`src/rtl/mult_div_unit_pkg.sv`:
```
// Shared encodings for the HI/LO multiply/divide unit; the control unit
// imports the same op and state encodings for MFHI/MFLO stall generation.
package mult_div_unit_pkg;

  localparam int MD_WIDTH = 32;

  typedef enum logic [1:0] {
    MD_MULT  = 2'b00,
    MD_MULTU = 2'b01,
    MD_DIV   = 2'b10,
    MD_DIVU  = 2'b11
  } md_op_e;

  typedef enum logic [1:0] {
    MD_IDLE   = 2'b00,
    MD_RUN    = 2'b01,
    MD_FINISH = 2'b10
  } md_state_e;

  function automatic logic md_is_signed(input md_op_e op);
    return (op == MD_MULT) || (op == MD_DIV);
  endfunction

  function automatic logic md_is_div(input md_op_e op);
    return op[1];
  endfunction

endpackage

```
`src/rtl/mult_div_unit_if.sv`:
```
// Request/result bundle between the datapath control and the mult/div unit.
interface mult_div_unit_if #(parameter int WIDTH = 32);
  import mult_div_unit_pkg::*;

  logic             start;
  md_op_e           op;
  logic [WIDTH-1:0] rs_data;
  logic [WIDTH-1:0] rt_data;
  logic             mthi;
  logic             mtlo;
  logic [WIDTH-1:0] hi;
  logic [WIDTH-1:0] lo;
  logic             busy;
  logic             done;

  modport master (
    output start, op, rs_data, rt_data, mthi, mtlo,
    input  hi, lo, busy, done
  );

  modport slave (
    input  start, op, rs_data, rt_data, mthi, mtlo,
    output hi, lo, busy, done
  );

endinterface

```
`src/rtl/mult_div_unit_sign_fix.sv`:
```
// Turns the raw unsigned product or quotient/remainder into final HI/LO,
// applying operand signs and the divide-by-zero result.
module mult_div_unit_sign_fix
  import mult_div_unit_pkg::*;
#(
  parameter int WIDTH = 32
) (
  input  md_op_e             op,
  input  logic               sign_a,
  input  logic               sign_b,
  input  logic               div_zero,
  input  logic [WIDTH-1:0]   rs_orig,
  input  logic [2*WIDTH-1:0] raw,
  output logic [WIDTH-1:0]   hi,
  output logic [WIDTH-1:0]   lo
);

  logic [2*WIDTH-1:0] prod_neg;
  logic [WIDTH-1:0]   quo;
  logic [WIDTH-1:0]   rem;

  // Select and sign-correct the result; sign flags are zero for unsigned ops.
  // The min/-1 overflow needs no special case: |min| = 2^(W-1) as unsigned,
  // and with both signs set the quotient is left un-negated.
  always_comb begin
    prod_neg = -raw;
    quo      = raw[WIDTH-1:0];
    rem      = raw[2*WIDTH-1:WIDTH];
    hi       = rem;
    lo       = quo;
    case (op)
      MD_MULT: begin
        if (sign_a ^ sign_b) begin
          hi = prod_neg[2*WIDTH-1:WIDTH];
          lo = prod_neg[WIDTH-1:0];
        end
      end
      MD_DIV, MD_DIVU: begin
        if (div_zero) begin
          hi = rs_orig;
          lo = '1;
        end else begin
          if (sign_a ^ sign_b) lo = -quo;
          if (sign_a) hi = -rem;
        end
      end
      default: ;
    endcase
  end

endmodule

```
`src/rtl/mult_div_unit.sv`:
```
// Iterative HI/LO multiply/divide unit: shift-add multiply and restoring
// divide, one bit per cycle, plus the architectural HI/LO registers.
//
// state     | meaning
// ----------+-------------------------------------------------------
// MD_IDLE   | waiting; accepts start or MTHI/MTLO (start wins)
// MD_RUN    | one multiply/divide iteration per edge, WIDTH edges
// MD_FINISH | sign-fixed result written to HI/LO, done pulsed
module mult_div_unit
  import mult_div_unit_pkg::*;
#(
  parameter int WIDTH = 32
) (
  input  logic          clk,
  input  logic          reset_n,
  mult_div_unit_if.slave bus
);

  localparam int CNT_W = $clog2(WIDTH);

  md_state_e          state;
  logic [CNT_W-1:0]   cnt;
  md_op_e             op_q;
  logic [WIDTH-1:0]   a_abs;
  logic [WIDTH-1:0]   b_abs;
  logic [WIDTH-1:0]   rs_q;
  logic               sign_a;
  logic               sign_b;
  logic [2*WIDTH-1:0] acc;
  logic [WIDTH-1:0]   hi_q;
  logic [WIDTH-1:0]   lo_q;
  logic               busy_q;
  logic               done_q;

  logic               start_signed;
  logic [WIDTH-1:0]   rs_abs;
  logic [WIDTH-1:0]   rt_abs;
  logic [2*WIDTH-1:0] acc_next;
  logic [WIDTH:0]     mul_sum;
  logic [WIDTH:0]     div_sh;
  logic [WIDTH:0]     div_diff;
  logic               div_zero;
  logic [WIDTH-1:0]   fix_hi;
  logic [WIDTH-1:0]   fix_lo;

  // Magnitudes of the incoming operands, used only on the launch edge.
  always_comb begin
    start_signed = md_is_signed(bus.op);
    rs_abs = (start_signed && bus.rs_data[WIDTH-1]) ? -bus.rs_data : bus.rs_data;
    rt_abs = (start_signed && bus.rt_data[WIDTH-1]) ? -bus.rt_data : bus.rt_data;
  end

  // One iteration: multiply keeps {partial product, multiplier} and shifts
  // right; divide keeps {remainder, dividend/quotient} and shifts left.
  always_comb begin
    mul_sum  = {1'b0, acc[2*WIDTH-1:WIDTH]} + (acc[0] ? {1'b0, a_abs} : '0);
    div_sh   = acc[2*WIDTH-1:WIDTH-1];
    div_diff = div_sh - {1'b0, b_abs};
    if (md_is_div(op_q)) begin
      if (!div_diff[WIDTH]) acc_next = {div_diff[WIDTH-1:0], acc[WIDTH-2:0], 1'b1};
      else                  acc_next = {div_sh[WIDTH-1:0], acc[WIDTH-2:0], 1'b0};
    end else begin
      acc_next = {mul_sum, acc[WIDTH-1:1]};
    end
  end

  assign div_zero = (b_abs == '0);

  mult_div_unit_sign_fix #(.WIDTH(WIDTH)) u_sign_fix (
    .op       (op_q),
    .sign_a   (sign_a),
    .sign_b   (sign_b),
    .div_zero (div_zero),
    .rs_orig  (rs_q),
    .raw      (acc),
    .hi       (fix_hi),
    .lo       (fix_lo)
  );

  // Sequencer, iteration counter, accumulator and HI/LO registers.
  always_ff @(posedge clk or negedge reset_n) begin
    if (!reset_n) begin
      state  <= MD_IDLE;
      cnt    <= '0;
      op_q   <= MD_MULT;
      a_abs  <= '0;
      b_abs  <= '0;
      rs_q   <= '0;
      sign_a <= 1'b0;
      sign_b <= 1'b0;
      acc    <= '0;
      hi_q   <= '0;
      lo_q   <= '0;
      busy_q <= 1'b0;
      done_q <= 1'b0;
    end else begin
      done_q <= 1'b0;
      case (state)
        MD_IDLE: begin
          if (bus.start) begin
            op_q   <= bus.op;
            rs_q   <= bus.rs_data;
            a_abs  <= rs_abs;
            b_abs  <= rt_abs;
            sign_a <= start_signed & bus.rs_data[WIDTH-1];
            sign_b <= start_signed & bus.rt_data[WIDTH-1];
            acc    <= md_is_div(bus.op) ? {{WIDTH{1'b0}}, rs_abs} : {{WIDTH{1'b0}}, rt_abs};
            cnt    <= '0;
            busy_q <= 1'b1;
            state  <= MD_RUN;
          end else begin
            if (bus.mthi) hi_q <= bus.rs_data;
            if (bus.mtlo) lo_q <= bus.rs_data;
          end
        end
        MD_RUN: begin
          acc <= acc_next;
          if (cnt == CNT_W'(WIDTH - 1)) state <= MD_FINISH;
          else                          cnt   <= cnt + 1'b1;
        end
        MD_FINISH: begin
          hi_q   <= fix_hi;
          lo_q   <= fix_lo;
          done_q <= 1'b1;
          busy_q <= 1'b0;
          state  <= MD_IDLE;
        end
        default: begin
          busy_q <= 1'b0;
          state  <= MD_IDLE;
        end
      endcase
    end
  end

  assign bus.hi   = hi_q;
  assign bus.lo   = lo_q;
  assign bus.busy = busy_q;
  assign bus.done = done_q;

endmodule
```
`src/flat_wrapper.sv`:
```
// flat-port wrapper written by rule: the top's interface ports become plain ports
module mult_div_unit_flat import mult_div_unit_pkg::*;
#(
  parameter int WIDTH = 32
)
  (clk, reset_n, bus_start, bus_op, bus_rs_data, bus_rt_data, bus_mthi, bus_mtlo, bus_hi, bus_lo, bus_busy, bus_done);
  mult_div_unit_if #(.WIDTH(WIDTH)) bus_i ();
  input  logic clk;
  input  logic reset_n;
  input wire logic [$bits(bus_i.start)-1:0] bus_start;
  input wire logic [$bits(bus_i.op)-1:0] bus_op;
  input wire logic [$bits(bus_i.rs_data)-1:0] bus_rs_data;
  input wire logic [$bits(bus_i.rt_data)-1:0] bus_rt_data;
  input wire logic [$bits(bus_i.mthi)-1:0] bus_mthi;
  input wire logic [$bits(bus_i.mtlo)-1:0] bus_mtlo;
  output wire logic [$bits(bus_i.hi)-1:0] bus_hi;
  output wire logic [$bits(bus_i.lo)-1:0] bus_lo;
  output wire logic [$bits(bus_i.busy)-1:0] bus_busy;
  output wire logic [$bits(bus_i.done)-1:0] bus_done;
  assign bus_i.start = bus_start;
  assign bus_i.op = bus_op;
  assign bus_i.rs_data = bus_rs_data;
  assign bus_i.rt_data = bus_rt_data;
  assign bus_i.mthi = bus_mthi;
  assign bus_i.mtlo = bus_mtlo;
  assign bus_hi = bus_i.hi;
  assign bus_lo = bus_i.lo;
  assign bus_busy = bus_i.busy;
  assign bus_done = bus_i.done;
  mult_div_unit #(.WIDTH(WIDTH)) u_core (.clk(clk), .reset_n(reset_n), .bus(bus_i));
endmodule
```
`config.mk`:
```
export PLATFORM = sky130hd
export DESIGN_NAME = mult_div_unit_flat
export DESIGN_NICKNAME = d
export VERILOG_FILES = /design/src/rtl/mult_div_unit_pkg.sv /design/src/rtl/mult_div_unit_if.sv /design/src/rtl/mult_div_unit_sign_fix.sv /design/src/rtl/mult_div_unit.sv /design/src/flat_wrapper.sv
export SDC_FILE = /design/constraint.sdc
export NUM_CORES = 1
export LEC_CHECK = 0
export CAP_MARGIN = 20
export CORE_UTILIZATION = 60
export CTS_BUF_LIST = sky130_fd_sc_hd__clkbuf_8
export CTS_CLUSTER_DIAMETER = 120
export DETAILED_ROUTE_END_ITERATION = 8
export MAX_ROUTING_LAYER = met4
export PLACE_DENSITY = 0.81
export SLEW_MARGIN = 20
export SYNTH_ARGS = -nofsm -noshare
export SYNTH_HDL_FRONTEND = slang
export SYNTH_SLANG_ARGS = --single-unit
export TNS_END_PERCENT = 5
```
`constraint.sdc`:
```
create_clock -name clk -period 5.72 [get_ports clk]
set_input_delay 1.144 -clock clk [delete_from_list [all_inputs] [get_ports clk]]
set_output_delay 1.144 -clock clk [all_outputs]
set_load 0.02 [all_outputs]
```
==> reports/metrics.csv, run 1 <==
stage;metric;value;unit
power;Clk pwr share;13.7;%
floorplanning;Starting Density;61.3;%
power;combinational power share;59.8;%
power;Sw Ratio;49.7;%
critical_path;Worst R2R Setup Slack;1.24;ns
yosys;post-synthesis sequential area ratio;32.4;%
sta;RSZ-0062 raised after global routing;false;
flow_run;max-cap viol count;0;
sta;relative slew slack;21.7;%
clocking;cts repair resizes;0;
yosys;synth unique cells;80;
power;switching power;6.92;mW
clocking;H-tree depth;2;
power;Power Internal;7.00;mW
route;DR DRC count;0;
clocking;CTS Sinks;236;
clocking;Clock transition at path regs;0.07;ns
critical_path;crit path launch;u_core.acc[0]$_DFFE_PN0P_;
global_routing;number of global-route vias before repair;17800;
route;drt via density;6.82;
sta;FMAX;223;MHz
yosys;syn_nets;2432;
sta;final hold vios;0;
yosys;synth warn;0;
yosys;Post-synth EDFFs;0;
yosys;Most used DFF post-synth;dfrtp_1;
placed_design;last weighted congestion value of the routability-driven placer;0.987;
sta;minimum clock period;4.48;ns
power;Seq pwr share;26.5;%
critical_path;crit path max-delay cell type;dfrtp_1;
critical_path;RR Startpoint;u_core.acc[0]$_DFFE_PN0P_;
layout;Area Growth Syn to Fin;13.6;%
sta;Slew Viols, Final;0;
critical_path;Arrival @ worst endpoint;4.90;ns
global_routing;first-pass GRT wire length;104000;µm
floorplanning;DIE AREA;0.0310;mm²
layout;most common cell after layout, fill and taps aside;nand2_1;
power;worst vdd ir;0.412;mV
critical_path;crit path cell chain;nand2_1 > inv_1 > ha_1 > a211oi_1 > o21ai_0 > o21a_1 > o31ai_1 > o21ai_0 > a311o_1 > a41oi_1 > xor2_1 > o221ai_1;
global_routing;initial antenna violation count;1;
worst_hold_path;hold path start;u_core.rs_q[2]$_DFFE_PN0P_;
yosys;mapped cell area;0.0182;mm²
critical_path;Crit Path Category;reg -> reg;
route;Routed WL;68400;µm
critical_path;CP dominant cell by count;o21ai_0;
layout;commonest non-fill, non-tap cells in the layout;331 x nand2_1, 235 x dfrtp_1, 221 x o21ai_0, 196 x a21oi_1, 139 x nor2_1;
power;Pleak;8.92;nW
critical_path;max incr delay on CP;1.12;ns
critical_path;crit start category;flip-flop;
floorplanning;die width;176;µm
placed_design;HPWL after DPL;49900;µm
global_routing;pin count of the biggest net entering global routing;158;
layout;Non-Filler Instances;2754;
sta;Final Cycle Share;78.4;%
global_routing;Overflow after GRT;0;
yosys;synthesized flop and latch total;236;
floorplanning;Placeable Area;0.0297;mm²
route;initial drt markers;2350;
global_routing;global-route usage over all layers;45.6;%
yosys;Mapped Cells;2289;
sta;Slew @ Worst Pin;1.18;ns
sta;Sum Neg Setup Slack;0;ns
route;final antenna-violating net count;0;
sta;Final setup violation count;0;
clocking;CTS root buffer;clkbuf_8;
route;Pre-Repair DR Iteration Count;8;
power;Power Dens Cells;673;mW/mm²
route;DR vias;18800;
clocking;CTS Hold Buffers Added;0;
layout;layout cells sized above 1;5.42;%
floorplanning;Die Ht;176;µm
clocking;Clock Latency Late Sink;0.60;ns
clocking;Inserted Clock Buffers;43;
clocking;Post-CTS Setup Inserts;0;
placed_design;# port buffers;136;
placed_design;placed insts;2674;
critical_path;Critical Path End Type;flip-flop;
yosys;mean post-synth cell area;7.95;µm²
sta;hold slack final;0.477;ns
route;DR WL/cell;24.9;µm
clocking;worst-case clock buffer depth;3;
floorplanning;# rows;63;
critical_path;required time worst endpoint;6.14;ns
critical_path;critical path fanouts, max;36;
floorplanning;num ports;137;
run_status;status;complete, no violations;
layout;Final #Nets;2472;
clocking;CTS tree;done;
yosys;Async S/R FF share, synth;100;%
sta;clock skew;0.0323;ns
worst_hold_path;hold crit path type;reg -> reg;
==> kinds of logic (layout without fill, tap and decap cells) <==
| kind of cell | Yosys count | after routing | synth area share, % |
|---|---|---|---|
| mux | 84 | 84 | 4.63 |
| buf+inv | 245 | 319 | 5.23 |
| other cells | 0 | 1 | 0 |
| compound gates | 718 | 718 | 24.6 |
| xor+xnor | 180 | 180 | 8.66 |
| simple gates | 754 | 754 | 19.4 |
| flops | 236 | 236 | 32.4 |
| fa+ha+maj | 72 | 72 | 5.03 |
==> per-layer routing <==
| metal | share of wire (%) | up-vias | GRT usage, % |
|---|---|---|---|
| met1 | 39 | 9030 | 58.1 |
| li1 | - | 8288 | - |
| met5 | 0 | - | - |
| met4 | 5.8 | 0 | 23.6 |
| met3 | 11 | 301 | 10.1 |
| met2 | 44 | 1156 | 67.7 |
==> critical path, delay by kind of cell, from the launching register on <==
kind,cells,cell delay (ns)
buf+inv,1,0.13
simple gates,1,0.27
fa+ha+maj,1,0.25
flops,1,1.12
xor+xnor,1,0.17
compound gates,8,2.37
==> sequential cells by signal, summed over array words and instances (netlist names) <==
signal and cells:
u_core.acc 64, u_core.b_abs 32, u_core.bus.hi 32, u_core.bus.lo 32
u_core.rs_q 32, u_core.a_abs 31, u_core.cnt 5, u_core.op_q 2
u_core.state 2, u_core.bus.busy 1, u_core.bus.done 1, u_core.sign_a 1
u_core.sign_b 1
==> path summary, 6_finish.rpt <==
check	endpoint	cells after the start
min in group asynchronous	u_core.b_abs[4]$_DFFE_PN0P_	1
max reg2reg	u_core.acc[56]$_DFFE_PN0P_	12
min	u_core.rs_q[2]$_DFFE_PN0P_	2
max	u_core.acc[56]$_DFFE_PN0P_	12
min reg2reg	u_core.rs_q[2]$_DFFE_PN0P_	2
max in group asynchronous	u_core.op_q[1]$_DFFE_PN0P_	2
==> power groups by stage <==
stage | Sequential [mW] | Combinational [mW] | Clock, mW
after floorplan | 3.24 | 5.94 | 0
after global routing | 3.72 | 9.08 | 2.00
after global placement | 3.60 | 7.93 | 0
after CTS | 3.61 | 8.16 | 1.91
after detailed placement | 3.63 | 8.11 | 0
final | 3.68 | 8.32 | 1.91
==> cells in the mapped netlist, types with 10 or more instances <==
cell type  count  area share [%]
nand3_1       31            0.85
nand2b_1      17            0.58
nor3_1        40             1.1
clkbuf_1     144             3.0
o221ai_1      10            0.48
dfrtp_1      236              32
inv_1         74             1.5
a221o_1       40             2.2
nand4_1       25            0.86
o31ai_1       25             1.0
a211oi_1      15            0.62
mux2i_1       83             4.6
xnor2_1      106             5.1
buf_1         10            0.21
nand2_1      332             6.8
nor2_1       142             2.9
xor2_1        74             3.6
buf_2         10            0.27
or4_1         15            0.62
a22oi_1       23            0.95
ha_1          70             4.8
and2_1        39             1.3
a21o_1        28             1.2
o21ai_1       18            0.49
o21bai_1      15            0.62
o211ai_1      13            0.54
nor4_1        26            0.89
o21ai_0      221             6.1
o22ai_1       13            0.45
nor2b_1       16            0.55
a31oi_1       31             1.1
a21oi_1      196             5.4
or3_1         21            0.72
==> metrics by stage <==
stage,util (%),setup WS [ns],total power [mW],cell area [µm²]
final,69.6,1.24,13.9,20700
after global routing,69.6,0.987,14.8,20700
after CTS,69.6,1.36,13.7,20700
after detailed placement,66.2,1.28,11.7,19700
after global placement,66.2,1.30,11.5,19700
after floorplan,-,2.20,9.18,18200
==> area by class of cell <==
cell class                      instances  area, µm²
Tap cell                              390        488
Clock inverter                         26        278
Timing Repair Buffer                  164       1600
Inverter                               76        285
Multi-Input combinational cell       1808      11400
Antenna cell                            1       2.50
Clock buffer                           53        729
Sequential cell                       236       5910
Fill cell                            2445       9040
(Power assumes the default switching activity.)
==> run 2, diff against run 1 <==
Clock period 5.72 ns to 4.4 ns, I/O delays scaled along.
==> reports/metrics.csv, run 2 (same netlist as run 1, synthesis figures left out) <==
stage;metric;value;unit
layout;most common cell after layout, fill and taps aside;nand2_1;
critical_path;crit start category;flip-flop;
layout;Non-Filler Instances;2798;
clocking;Post-CTS Setup Inserts;0;
global_routing;initial antenna violation count;1;
sta;minimum clock period;4.15;ns
run_status;status;complete, no violations;
power;switching power;8.95;mW
clocking;cts repair resizes;0;
critical_path;critical path fanouts, max;21;
route;DR vias;19000;
floorplanning;DIE AREA;0.0310;mm²
route;drt via density;6.78;
sta;Sum Neg Setup Slack;0;ns
layout;Finished Cell Area;0.0209;mm²
layout;fillers;2343;
sta;RSZ-0062 raised after global routing;false;
layout;Final #Nets;2522;
placed_design;placed insts;2724;
clocking;Clock Latency Late Sink;0.61;ns
clocking;CTS root buffer;clkbuf_8;
critical_path;Critical Path End Type;flip-flop;
sta;Final setup violation count;0;
floorplanning;# rows;63;
floorplanning;Placeable Area;0.0297;mm²
clocking;Clock transition at path regs;0.06;ns
power;Pleak;9.11;nW
critical_path;reg2reg end;u_core.acc[43]$_DFFE_PN0P_;
global_routing;global-route usage over all layers;45.5;%
layout;commonest non-fill, non-tap cells in the layout;331 x nand2_1, 235 x dfrtp_1, 221 x o21ai_0, 196 x a21oi_1, 140 x nor2_1;
sta;Slew @ Worst Pin;1.13;ns
power;Clk pwr share;12.0;%
power;Power Dens Cells;859;mW/mm²
sta;FMAX;241;MHz
critical_path;required time worst endpoint;4.82;ns
power;combinational power share;62.8;%
clocking;CTS Sinks;236;
power;worst vdd ir;0.444;mV
power;Seq pwr share;25.2;%
sta;relative slew slack;24.2;%
placed_design;last weighted congestion value of the routability-driven placer;1.07;
global_routing;first-pass GRT wire length;104000;µm
critical_path;Worst R2R Setup Slack;0.25;ns
placed_design;Area after DPL;0.0201;mm²
critical_path;Reg2Reg Depth;13;
sta;Final Cycle Share;94.3;%
route;DR DRC count;0;
sta;Slew Viols, Final;0;
sta;clock skew;0.0350;ns
layout;Top reg by flops;u_core.acc;
clocking;Inserted Clock Buffers;43;
global_routing;pin count of the biggest net entering global routing;107;
flow_run;max-cap viol count;0;
placed_design;HPWL after DPL;51100;µm
global_routing;number of global-route vias before repair;18000;
placed_design;# port buffers;136;
route;Pre-Repair DR Iteration Count;9;
layout;layout cells sized above 1;6.98;%
clocking;H-tree depth;2;
sta;hold slack final;0.273;ns
worst_hold_path;hold crit path type;in -> async;
floorplanning;Starting Density;61.3;%
route;initial drt markers;2255;
global_routing;Overflow after GRT;0;
layout;max FFs per register;64;
layout;Area Growth Syn to Fin;15.0;%
sta;final hold vios;0;
clocking;CTS tree;done;
clocking;CTS Hold Buffers Added;0;
floorplanning;num ports;137;
power;Sw Ratio;49.8;%
route;final antenna-violating net count;0;
critical_path;RR Startpoint;u_core.acc[31]$_DFFE_PN0P_;
route;DR WL/cell;24.5;µm
floorplanning;Die Ht;176;µm
power;Power Internal;9.02;mW
route;Routed WL;68500;µm
critical_path;Crit Path Category;reg -> reg;
floorplanning;die width;176;µm
clocking;worst-case clock buffer depth;3;
critical_path;Arrival @ worst endpoint;4.57;ns
power;Power, Total;18.0;mW
## run 2: changes by cell type in the layout (fill, tap and decap cells not counted)
cell | before | now
clkinvlp_4 | 2 | 0
nor2_1 | 139 | 140
inv_1 | 85 | 88
buf_4 | 26 | 75
bufinv_16 | 6 | 1
clkbuf_8 | 53 | 56
clkinv_2 | 6 | 1
nor2_2 | 3 | 2
buf_12 | 2 | 3
## run 2: through the flow
| step | utilization (%) | setup WS (ns) |
|---|---|---|
| 2_1_floorplan | - | 0.882 |
| 3_3_place_gp | 67.5 | 0.389 |
| 3_5_place_dp | 67.5 | 0.320 |
| 4_1_cts | 70.4 | 0.301 |
| 5_1_grt | 70.4 | 0.0524 |
| 6_report | 70.4 | 0.252 |
## run 2: area by class of cell
class,instances,area [µm²],share of cell area (%)
Multi-Input combinational cell,1808,11400,54.4
Clock inverter,17,98.8,0.472
Antenna cell,1,2.50,0.0120
Sequential cell,236,5910,28.2
Timing Repair Buffer,214,1990,9.51
Clock buffer,56,771,3.68
Tap cell,390,488,2.33
Inverter,76,285,1.36
## run 2: how the worst max path moves through the flow
stage                               startpoint                          to  slack [ns]  depth (start not counted)
global route        u_core.acc[31]$_DFFE_PN0P_  u_core.acc[32]$_DFFE_PN0P_        0.05                         12
CTS                 u_core.acc[31]$_DFFE_PN0P_  u_core.acc[32]$_DFFE_PN0P_        0.30                         12
detailed placement  u_core.acc[31]$_DFFE_PN0P_  u_core.acc[43]$_DFFE_PN0P_        0.32                         13
finish              u_core.acc[31]$_DFFE_PN0P_  u_core.acc[43]$_DFFE_PN0P_        0.25                         13
global placement    u_core.acc[31]$_DFFE_PN0P_  u_core.acc[51]$_DFFE_PN0P_        0.39                         13
floorplan           u_core.acc[32]$_DFFE_PN0P_  u_core.acc[33]$_DFFE_PN0P_        0.88                         14
## run 2: power by group through the flow
stage | Combinational [mW] | Sequential, mW | Clock, mW
final | 11.3 | 4.52 | 2.16
after global routing | 12.2 | 4.58 | 2.27
after CTS | 11.1 | 4.44 | 2.16
after detailed placement | 11.0 | 4.46 | 0
after global placement | 10.7 | 4.43 | 0
after floorplan | 7.72 | 4.21 | 0
## run 2: critical path, stage by stage (launching register included)
cell       delay (ns)
dfrtp_1          0.36
inv_1            0.09
ha_1             0.24
fa_1             0.40
nand2b_1         0.18
a21oi_1          0.29
o21ai_1          0.21
a2111oi_0        0.53
nor3_1           0.18
o21ai_1          0.24
a311o_2          0.68
buf_4            0.29
mux2i_1          0.19
o21ai_0          0.10
## run 2: layer usage
layer | track usage (%) | vias up | share of wire, %
li1 | - | 8394 | -
met1 | 56.3 | 9034 | 38
met2 | 67.4 | 1232 | 44
met3 | 11.0 | 311 | 11
met4 | 26.6 | 0 | 6.5
met5 | - | - | 0
